--- src/rtl/stepper_move_ctrl.sv ---
// Motion-command front end: takes a signed relative move, emits direction plus
// step strobes on a linear trapezoidal speed ramp, tracks position, reports done.
module stepper_move_ctrl #(
  parameter int POS_W        = 24,
  parameter int PER_W        = 20,
  parameter int START_PERIOD = 160000,
  parameter int MIN_PERIOD   = 20000,
  parameter int RAMP_STEP    = 4000,
  parameter int HOLD_CYCLES  = 50000
) (
  input  logic             CLK_50M,
  input  logic             RST_N,
  input  logic             cmd_valid,
  output logic             cmd_ready,
  input  logic [15:0]      cmd_steps,
  input  logic [PER_W-1:0] cmd_period,
  input  logic             abort,
  input  logic             zero_pos,
  output logic             step_pulse,
  output logic             step_dir,
  output logic             motor_en,
  output logic             busy,
  output logic             done,
  output logic [POS_W-1:0] position
);

  localparam int HOLD_W = $clog2(HOLD_CYCLES + 1);
  localparam logic [PER_W-1:0]  P_START   = PER_W'(START_PERIOD);
  localparam logic [PER_W-1:0]  P_MIN     = PER_W'(MIN_PERIOD);
  localparam logic [PER_W-1:0]  P_RAMP    = PER_W'(RAMP_STEP);
  localparam logic [HOLD_W-1:0] HOLD_LOAD = HOLD_W'(HOLD_CYCLES);

  typedef enum logic [2:0] {IDLE, ACCEL, CRUISE, DECEL, SETTLE} state_t;

  state_t            state, state_next;
  logic [16:0]       remaining, remaining_next;
  logic [16:0]       ramp_cnt, ramp_cnt_next;
  logic [16:0]       rem_dec;
  logic [PER_W-1:0]  target, target_next;
  logic [PER_W-1:0]  period, period_next;
  logic [PER_W-1:0]  timer, timer_next;
  logic [HOLD_W-1:0] hold_cnt, hold_next;
  logic [POS_W-1:0]  position_next;
  logic              step_dir_next, motor_en_next, busy_next;

  logic              moving;
  logic [16:0]       steps_ext, steps_abs;
  logic [PER_W-1:0]  period_clamped;
  logic [PER_W:0]    up_sum;
  logic [PER_W-1:0]  period_up, period_down;
  logic              accel_hit;

  assign moving     = (state == ACCEL) || (state == CRUISE) || (state == DECEL);
  assign step_pulse = moving && (timer == PER_W'(1));
  assign done       = (state == SETTLE) && (hold_cnt == HOLD_W'(1));

  assign steps_ext = {cmd_steps[15], cmd_steps};
  assign steps_abs = cmd_steps[15] ? (17'd0 - steps_ext) : steps_ext;
  assign period_clamped = (cmd_period < P_MIN)   ? P_MIN :
                          (cmd_period > P_START) ? P_START : cmd_period;

  // Widened compares keep the ramp arithmetic free of wrap-around at the ends.
  assign up_sum      = {1'b0, period} + {1'b0, P_RAMP};
  assign period_up   = (up_sum >= {1'b0, P_START}) ? P_START : up_sum[PER_W-1:0];
  assign period_down = period - P_RAMP;
  assign accel_hit   = ({1'b0, period} <= ({1'b0, target} + {1'b0, P_RAMP}));

  always_ff @(posedge CLK_50M or negedge RST_N) begin
    if (!RST_N) begin
      state     <= IDLE;
      cmd_ready <= 1'b0;
      remaining <= '0;
      ramp_cnt  <= '0;
      target    <= '0;
      period    <= '0;
      timer     <= '0;
      hold_cnt  <= '0;
      position  <= '0;
      step_dir  <= 1'b0;
      motor_en  <= 1'b0;
      busy      <= 1'b0;
    end else begin
      state     <= state_next;
      cmd_ready <= (state_next == IDLE);
      remaining <= remaining_next;
      ramp_cnt  <= ramp_cnt_next;
      target    <= target_next;
      period    <= period_next;
      timer     <= timer_next;
      hold_cnt  <= hold_next;
      position  <= position_next;
      step_dir  <= step_dir_next;
      motor_en  <= motor_en_next;
      busy      <= busy_next;
    end
  end

  always_comb begin
    state_next     = state;
    remaining_next = remaining;
    ramp_cnt_next  = ramp_cnt;
    target_next    = target;
    period_next    = period;
    timer_next     = timer;
    hold_next      = hold_cnt;
    position_next  = position;
    step_dir_next  = step_dir;
    motor_en_next  = motor_en;
    busy_next      = busy;
    rem_dec        = remaining - 17'd1;

    case (state)
      IDLE: begin
        if (zero_pos) position_next = '0;
        if (cmd_valid && cmd_ready) begin
          step_dir_next  = ~cmd_steps[15];
          remaining_next = steps_abs;
          target_next    = period_clamped;
          period_next    = P_START;
          timer_next     = P_START;
          ramp_cnt_next  = '0;
          motor_en_next  = 1'b1;
          busy_next      = 1'b1;
          if (cmd_steps == 16'd0) begin
            state_next = SETTLE;
            hold_next  = HOLD_LOAD;
          end else begin
            state_next = (period_clamped == P_START) ? CRUISE : ACCEL;
          end
        end
      end

      ACCEL, CRUISE, DECEL: begin
        timer_next = timer - PER_W'(1);
        if (timer == PER_W'(1)) begin
          position_next  = step_dir ? position + POS_W'(1) : position - POS_W'(1);
          remaining_next = rem_dec;
          if (rem_dec == 17'd0) begin
            state_next = SETTLE;
            hold_next  = HOLD_LOAD;
          end else if ((state != DECEL) && (rem_dec <= ramp_cnt)) begin
            state_next    = DECEL;
            period_next   = period_up;
            ramp_cnt_next = ramp_cnt - 17'd1;
          end else if (state == ACCEL) begin
            ramp_cnt_next = ramp_cnt + 17'd1;
            if (accel_hit) begin
              period_next = target;
              state_next  = CRUISE;
            end else begin
              period_next = period_down;
            end
          end else if (state == DECEL) begin
            period_next = period_up;
            if (ramp_cnt != 17'd0) ramp_cnt_next = ramp_cnt - 17'd1;
          end
          timer_next = period_next;
        end
        // Abort shortens the move to exactly the steps needed to ramp back down.
        if (abort && ((state_next == ACCEL) || (state_next == CRUISE)) &&
            (({1'b0, ramp_cnt_next} + 18'd1) < {1'b0, remaining_next})) begin
          remaining_next = ramp_cnt_next + 17'd1;
        end
      end

      SETTLE: begin
        hold_next = hold_cnt - HOLD_W'(1);
        if (hold_cnt == HOLD_W'(1)) begin
          state_next    = IDLE;
          motor_en_next = 1'b0;
          busy_next     = 1'b0;
        end
      end

      default: state_next = IDLE;
    endcase
  end

endmodule

--- config.mk ---
export PLATFORM = sky130hd
export DESIGN_NAME = stepper_move_ctrl
export DESIGN_NICKNAME = d
export VERILOG_FILES = /design/src/rtl/stepper_move_ctrl.sv
export SDC_FILE = /design/constraint.sdc
export NUM_CORES = 1
export LEC_CHECK = 0
export CAP_MARGIN = 20
export CORE_MARGIN = 2
export CORE_UTILIZATION = 50
export DETAILED_ROUTE_END_ITERATION = 6
export PLACE_DENSITY_LB_ADDON = 0.12
export SYNTH_ARGS = -nofsm -noshare
export SYNTH_HDL_FRONTEND = slang
export SYNTH_SLANG_ARGS = --single-unit
--- constraint.sdc ---
create_clock -name CLK_50M -period 7.93 [get_ports CLK_50M]
set_input_delay 1.586 -clock CLK_50M [delete_from_list [all_inputs] [get_ports CLK_50M]]
set_output_delay 1.586 -clock CLK_50M [all_outputs]
set_load 0.02 [all_outputs]
# After elaboration in Yosys (flattened, before gate mapping)
# Index checks and enable logic that the tools add are counted.
dict set report totals {
  ramBits 0
  inputBits 41
  word_cells 122
  romBits 0
  reg_bits 140
  memories 0
  out_inout_bits 30
  latchBits 0
}
dict set report op_classes {
  bitwise_logic 1
  magnitude_cmp 6
  mux 51
  n_reduce_logical 24
  shifts 0
  div_mod_pow 0
  eq_ne 16
  n_mul 0
  n_addsub 13
}
# op n
set op_table {}
lappend op_table {{17-bit 2-to-1 mux} 13}
lappend op_table {{20-bit 2-to-1 mux} 11}
lappend op_table {{20-bit one-hot mux with 2 select lines} 2}
lappend op_table {{24-bit 2-to-1 mux} 3}
lappend op_table {{17-bit one-hot mux with 2 select lines} 2}
lappend op_table {{16-bit 2-to-1 mux} 4}
lappend op_table {{16-bit one-hot mux with 3 select lines} 1}
lappend op_table {{24-bit one-hot mux with 2 select lines} 1}
lappend op_table {{20-bit by 12-bit adder with 21-bit output (second input constant)} 2}
lappend op_table {{17-bit by 1-bit adder with 17-bit output (second input constant)} 2}
lappend op_table {{17-bit by 1-bit subtractor with 17-bit output (second input constant)} 2}
lappend op_table {{3-bit 2-to-1 mux} 9}
lappend op_table {{24-bit by 1-bit adder with 24-bit output (second input constant)} 1}
lappend op_table {{24-bit by 1-bit subtractor with 24-bit output (second input constant)} 1}
lappend op_table {{21-bit by 18-bit >= comparator with 1-bit output (second input constant)} 1}
lappend op_table {{20-bit by 21-bit <= comparator with 1-bit output} 1}
lappend op_table {{20-bit by 1-bit == test with 1-bit output (second input constant)} 1}
lappend op_table {{20-bit by 18-bit == test with 1-bit output (second input constant)} 1}
lappend op_table {{20-bit by 18-bit > comparator with 1-bit output (second input constant)} 1}
lappend op_table {{20-bit by 15-bit less-than comparator with 1-bit output (second input constant)} 1}
lappend op_table {{20-bit by 1-bit subtractor with 20-bit output (second input constant)} 1}
lappend op_table {{20-bit by 12-bit subtractor with 20-bit output (second input constant)} 1}
lappend op_table {{17-bit by 1-bit adder with 18-bit output (second input constant)} 1}
lappend op_table {{18-bit by 17-bit less-than comparator with 1-bit output} 1}
lappend op_table {{27 further kinds} 47}

# Logic depth before layout (Yosys ltp)
dict set report logic_depth {
  depth_word 14
  depth_mapped 34
}

# Worst setup path before layout
# No wires, ideal clock.
dict set report synth_path {
  path_kind {register -> register}
  startpoint {register remaining[2]}
  endpoint {register remaining[6]}
  setup_ns 0.126
  t_arrival_ns 7.057
  path_buffers 5
  path_slack_ns 0.747
  stages_incl_launch_ff 35
  synth_period_minus_slack_ns 7.183
  path_cell_list {dfrtp_1 -> buf_2 -> nor3_1 -> and2_1 -> clkbuf_1 -> nand3_1 -> nor3_1 -> nand2_1 -> xnor2_1 -> ha_1 -> nand4_1 -> nor4_1 -> o31a_1 -> o31a_1 -> clkbuf_1 -> clkbuf_1 -> mux2i_1 -> a2bb2oi_1 -> o22ai_1 -> ha_1 -> nand3b_1 -> nor3_1 -> nor2_1 -> ha_1 -> nand4_1 -> nor2_1 -> a221oi_1 -> o21ai_0 -> a221oi_1 -> o21a_1 -> o211ai_1 -> a41oi_1 -> clkbuf_1 -> nor3_1 -> a221o_1}
}
dict set report synth_via {
  elab_chain_len 13
  word_cells_on_any_way 24
  classes_between {add/sub: 3; order compare: 2; eq/ne: 2; mux: 12; reduce/logical: 5}
}
# item line
set synth_lines {}
lappend synth_lines {{start, declared} 36} ;# logic [16:0] remaining, remaining_next;
lappend synth_lines {{start signal, assigned} 85} ;# remaining <= remaining_next;
lappend synth_lines {{parallel branches: the longest is 11 deep, another holds 17-bit by 1-bit adder with 18-bit output} n/a}
lappend synth_lines {{17-bit 2-to-1 mux (*)} 160} ;# if (abort && ((state_next == ACCEL) || (state_next == CRUISE)) &&
lappend synth_lines {{17-bit one-hot mux with 2 select lines (*)} 112} ;# case (state)
# Mark *: on every way between the ends. The select of a mux whose other input is x is not followed.
# A chain may end at the register's enable or synchronous reset.

# Final worst setup path
dict set report layout_path {
  startpoint {register remaining[0]}
  endpoint {register remaining[3]}
}
# The elaborated chain is that of the path after synthesis.

==> impl_metrics.json <==
{
  "regArea_um2": 3500,
  "design_power_total_mw": 4.15,
  "yosysUniqueCellTypes": 85,
  "dpl_cell_area_um2": 13400,
  "die-area_um2": 26000,
  "ys_seq_area_share_pct": 28.3,
  "status": "finished clean",
  "cp.arrival_ns": 7.66,
  "rsz0062_at_grt": "false",
  "ys_warn_count": 0,
  "final_antenna_net_count": 0,
  "syn_to_final_growth_pct": 14.7,
  "antennaDiodeCount": 0,
  "syn_area_um2": 12400,
  "period_share_pct": 92.6,
  "skew_ns": 0.0169,
  "cpLargestDelayFamily": "compound AO/OA/AOI/OAI gates",
  "numClockSinks": 140,
  "clk_pin_slew_worst_paths_ns": 0.06,
  "final_common_cell": "nand2_1",
  "portBuffers": 70,
  "drtPass1Iterations": 7,
  "synth-seq-cells": 140,
  "maxCapViolCount": 0,
  "vias_per_cell": 6.31,
  "place_congestion": 0.949,
  "cpPeakStageDelay_ns": 0.47,
  "drt_iter0_markers": 1327,
  "pin_count": 71,
  "hold_buffers": 0,
  "vias": 12400,
  "power_density_nw_per_um2": 292,
  "crit_buf_inv": 2,
  "fin_nets": 1759,
  "relSlewSlack_pct": 27.3,
  "synth-edff-count": 0,
  "vdd_drop_max_v": 0.000153,
  "cts_tree": "done",
  "crit_top_cell": "nand2_1",
  "use_met2_pct": 50.8,
  "grt-ovfl-total": 0,
  "fmax_ghz": 0.136,
  "hp-class": "reg2reg",
  "final.min_clock_period_ns": 7.34,
  "synth_fp_nets": 1715,
  "die_h_um": 161,
  "slowest_stage": "dfrtp_1",
  "cts_setup_buffers": 0,
  "core_um2": 24300,
  "first_global_vias": 11800,
  "antenna_found_initial": 0,
  "cp_max_fo": 12,
  "end_kind": "flip-flop",
  "ys_async_sr_fraction_pct": 100,
  "drive_above_1_share_pct": 7.06,
  "clockBufferDepth": 2,
  "placementRows": 57,
  "worst_ep_required_time_ns": 8.25,
  "synth_top_flop_cell": "dfrtp_1",
  "grt_max_degree": 78,
  "clk_latency_ns": 0.44,
  "wl_mm": 39.8,
  "dp_hpwl_mm": 29.0,
  "maxSlewViolCount": 0,
  "die_w_um": 161,
  "multiInputGateArea_um2": 8400,
  "worstSetupPathType": "reg2reg",
  "cts_buffers": 17,
  "met1_usage_pct": 40.1,
  "setup_tns_ns": 0,
  "cts_max_level": 4,
  "final_area_um2": 14200,
  "use_met3_pct": 4.08,
  "syn_avg_cell_area_um2": 7.81,
  "grt_pass1_wl_mm": 63.3,
  "ctsRootBufferMaster": "clkbuf_16",
  "busiest_layer": "met2",
  "start_kind": "flip-flop",
  "track_usage_pct": 30.5,
  "fillers": 2218,
  "hold_violations": 0,
  "layout_common_cells": "203 x nand2_1, 140 x dfrtp_1, 129 x nor2_1, 129 x o21ai_0, 106 x a21oi_1",
  "wl_per_cell_um": 20.3,
  "worst_slew_pin_slew_ns": 1.09,
  "leakagePower_nw": 6.08,
  "setup_violations": 0,
  "drcViolationCount": 0,
  "start_util_pct": 50.9,
  "syn_inst": 1585
}
-- worst register-to-register path: cells and delay by family (launching register included) --
family / cells / cell delay (ns)
AND/OR/NAND/NOR: 12 / 2.43
buffers and inverters: 2 / 0.37
XOR/XNOR: 2 / 0.37
adder cells (fa/ha/maj): 4 / 1.15
flip-flops: 1 / 0.47
AO/OA/AOI/OAI: 12 / 2.48
-- state kept, by name, indices dropped and copies added (netlist names), 3 cells and up --
| name | cells |
|---|---|
| state | 3 |
| remaining | 17 |
| hold_cnt | 16 |
| timer | 20 |
| period | 20 |
| ramp_cnt | 17 |
| position | 24 |
| target | 20 |
-- cell type report --
type,count,share of cell area [%]
Inverter,54,1.43
Multi-Input combinational cell,1305,59.2
Clock buffer,18,3.03
Timing Repair Buffer,111,7.34
Clock inverter,14,1.46
Sequential cell,140,24.7
Tap cell,324,2.86
-- cell usage after synthesis, drive strengths merged, types with 13 or more instances --
cell type  count  area [µm²]
a31oi         18         113
ha            88        1100
nand4         19         119
o211ai        17         128
o21ai        131         659
nor4          31         206
a21oi        109         546
a22oi         16         120
nand3         50         250
nor3          63         320
and3          14        87.6
nand2        205         772
nand2b        15        93.8
o31ai         17         128
nor2         132         495
dfrtp        140        3500
o22ai         23         144
a221o         13         130
a21o          30         225
inv           52         195
clkbuf        75         282
xor2          55         482
xnor2         61         534
or3           22         143
-- through the flow --
step                      cells  hold WS, ns  worst slack, ns  util (%)
after global placement     1929        0.486            0.534      55.2
final                      1966        0.502            0.590      58.3
after detailed placement   1929        0.485            0.279      55.2
after CTS                  1961        0.505            0.238      57.9
after global routing       1966        0.524           0.0390      58.3
after floorplan            1585        0.463            0.747         -
-- kinds of logic after synthesis --
family / after synthesis / synth area share (%)
and+or+nand+nor: 616 / 24.2
muxes: 13 / 1.07
buffers and inverters: 140 / 4.41
AOI/OAI and AO/OA: 471 / 24.7
DFF: 140 / 28.3
xor gates and xnor gates: 116 / 8.21
adders and majority gates: 89 / 9.06
-- report_power, final --
part	total, mW	internal [mW]	switching [mW]
clock	0.897	0.535	0.362
sequential	1.01	0.820	0.189
combinational	2.24	0.845	1.40
-- routing by layer --
metal	vias to the layer above	routed length (µm)
met5	-	0
li1	5910	-
met3	89	2200
met4	0	1510
met2	471	18900
met1	5926	17300
-- path summary, 6_finish.rpt --
| path | startpoint | to | slack, ns | cells after the start |
|---|---|---|---|---|
| worst max-delay path | remaining[0] | remaining[3] | 0.59 | 32 |
| worst min-delay path | timer[7] | timer[7] | 0.50 | 1 |
| worst max register to register | remaining[0] | remaining[3] | 0.59 | 32 |
| worst min register to register | timer[7] | timer[7] | 0.50 | 1 |
| max in group asynchronous | RST_N | remaining[12] | 5.72 | 3 |
| min in group asynchronous | RST_N | target[9] | 1.16 | 1 |
-- repair_timing --
action	in CTS	in global routing
endpoints found under the hold margin	0	0
gates resized for setup	0	14
setup endpoints to repair	0	17
(Power assumes the default switching activity.)
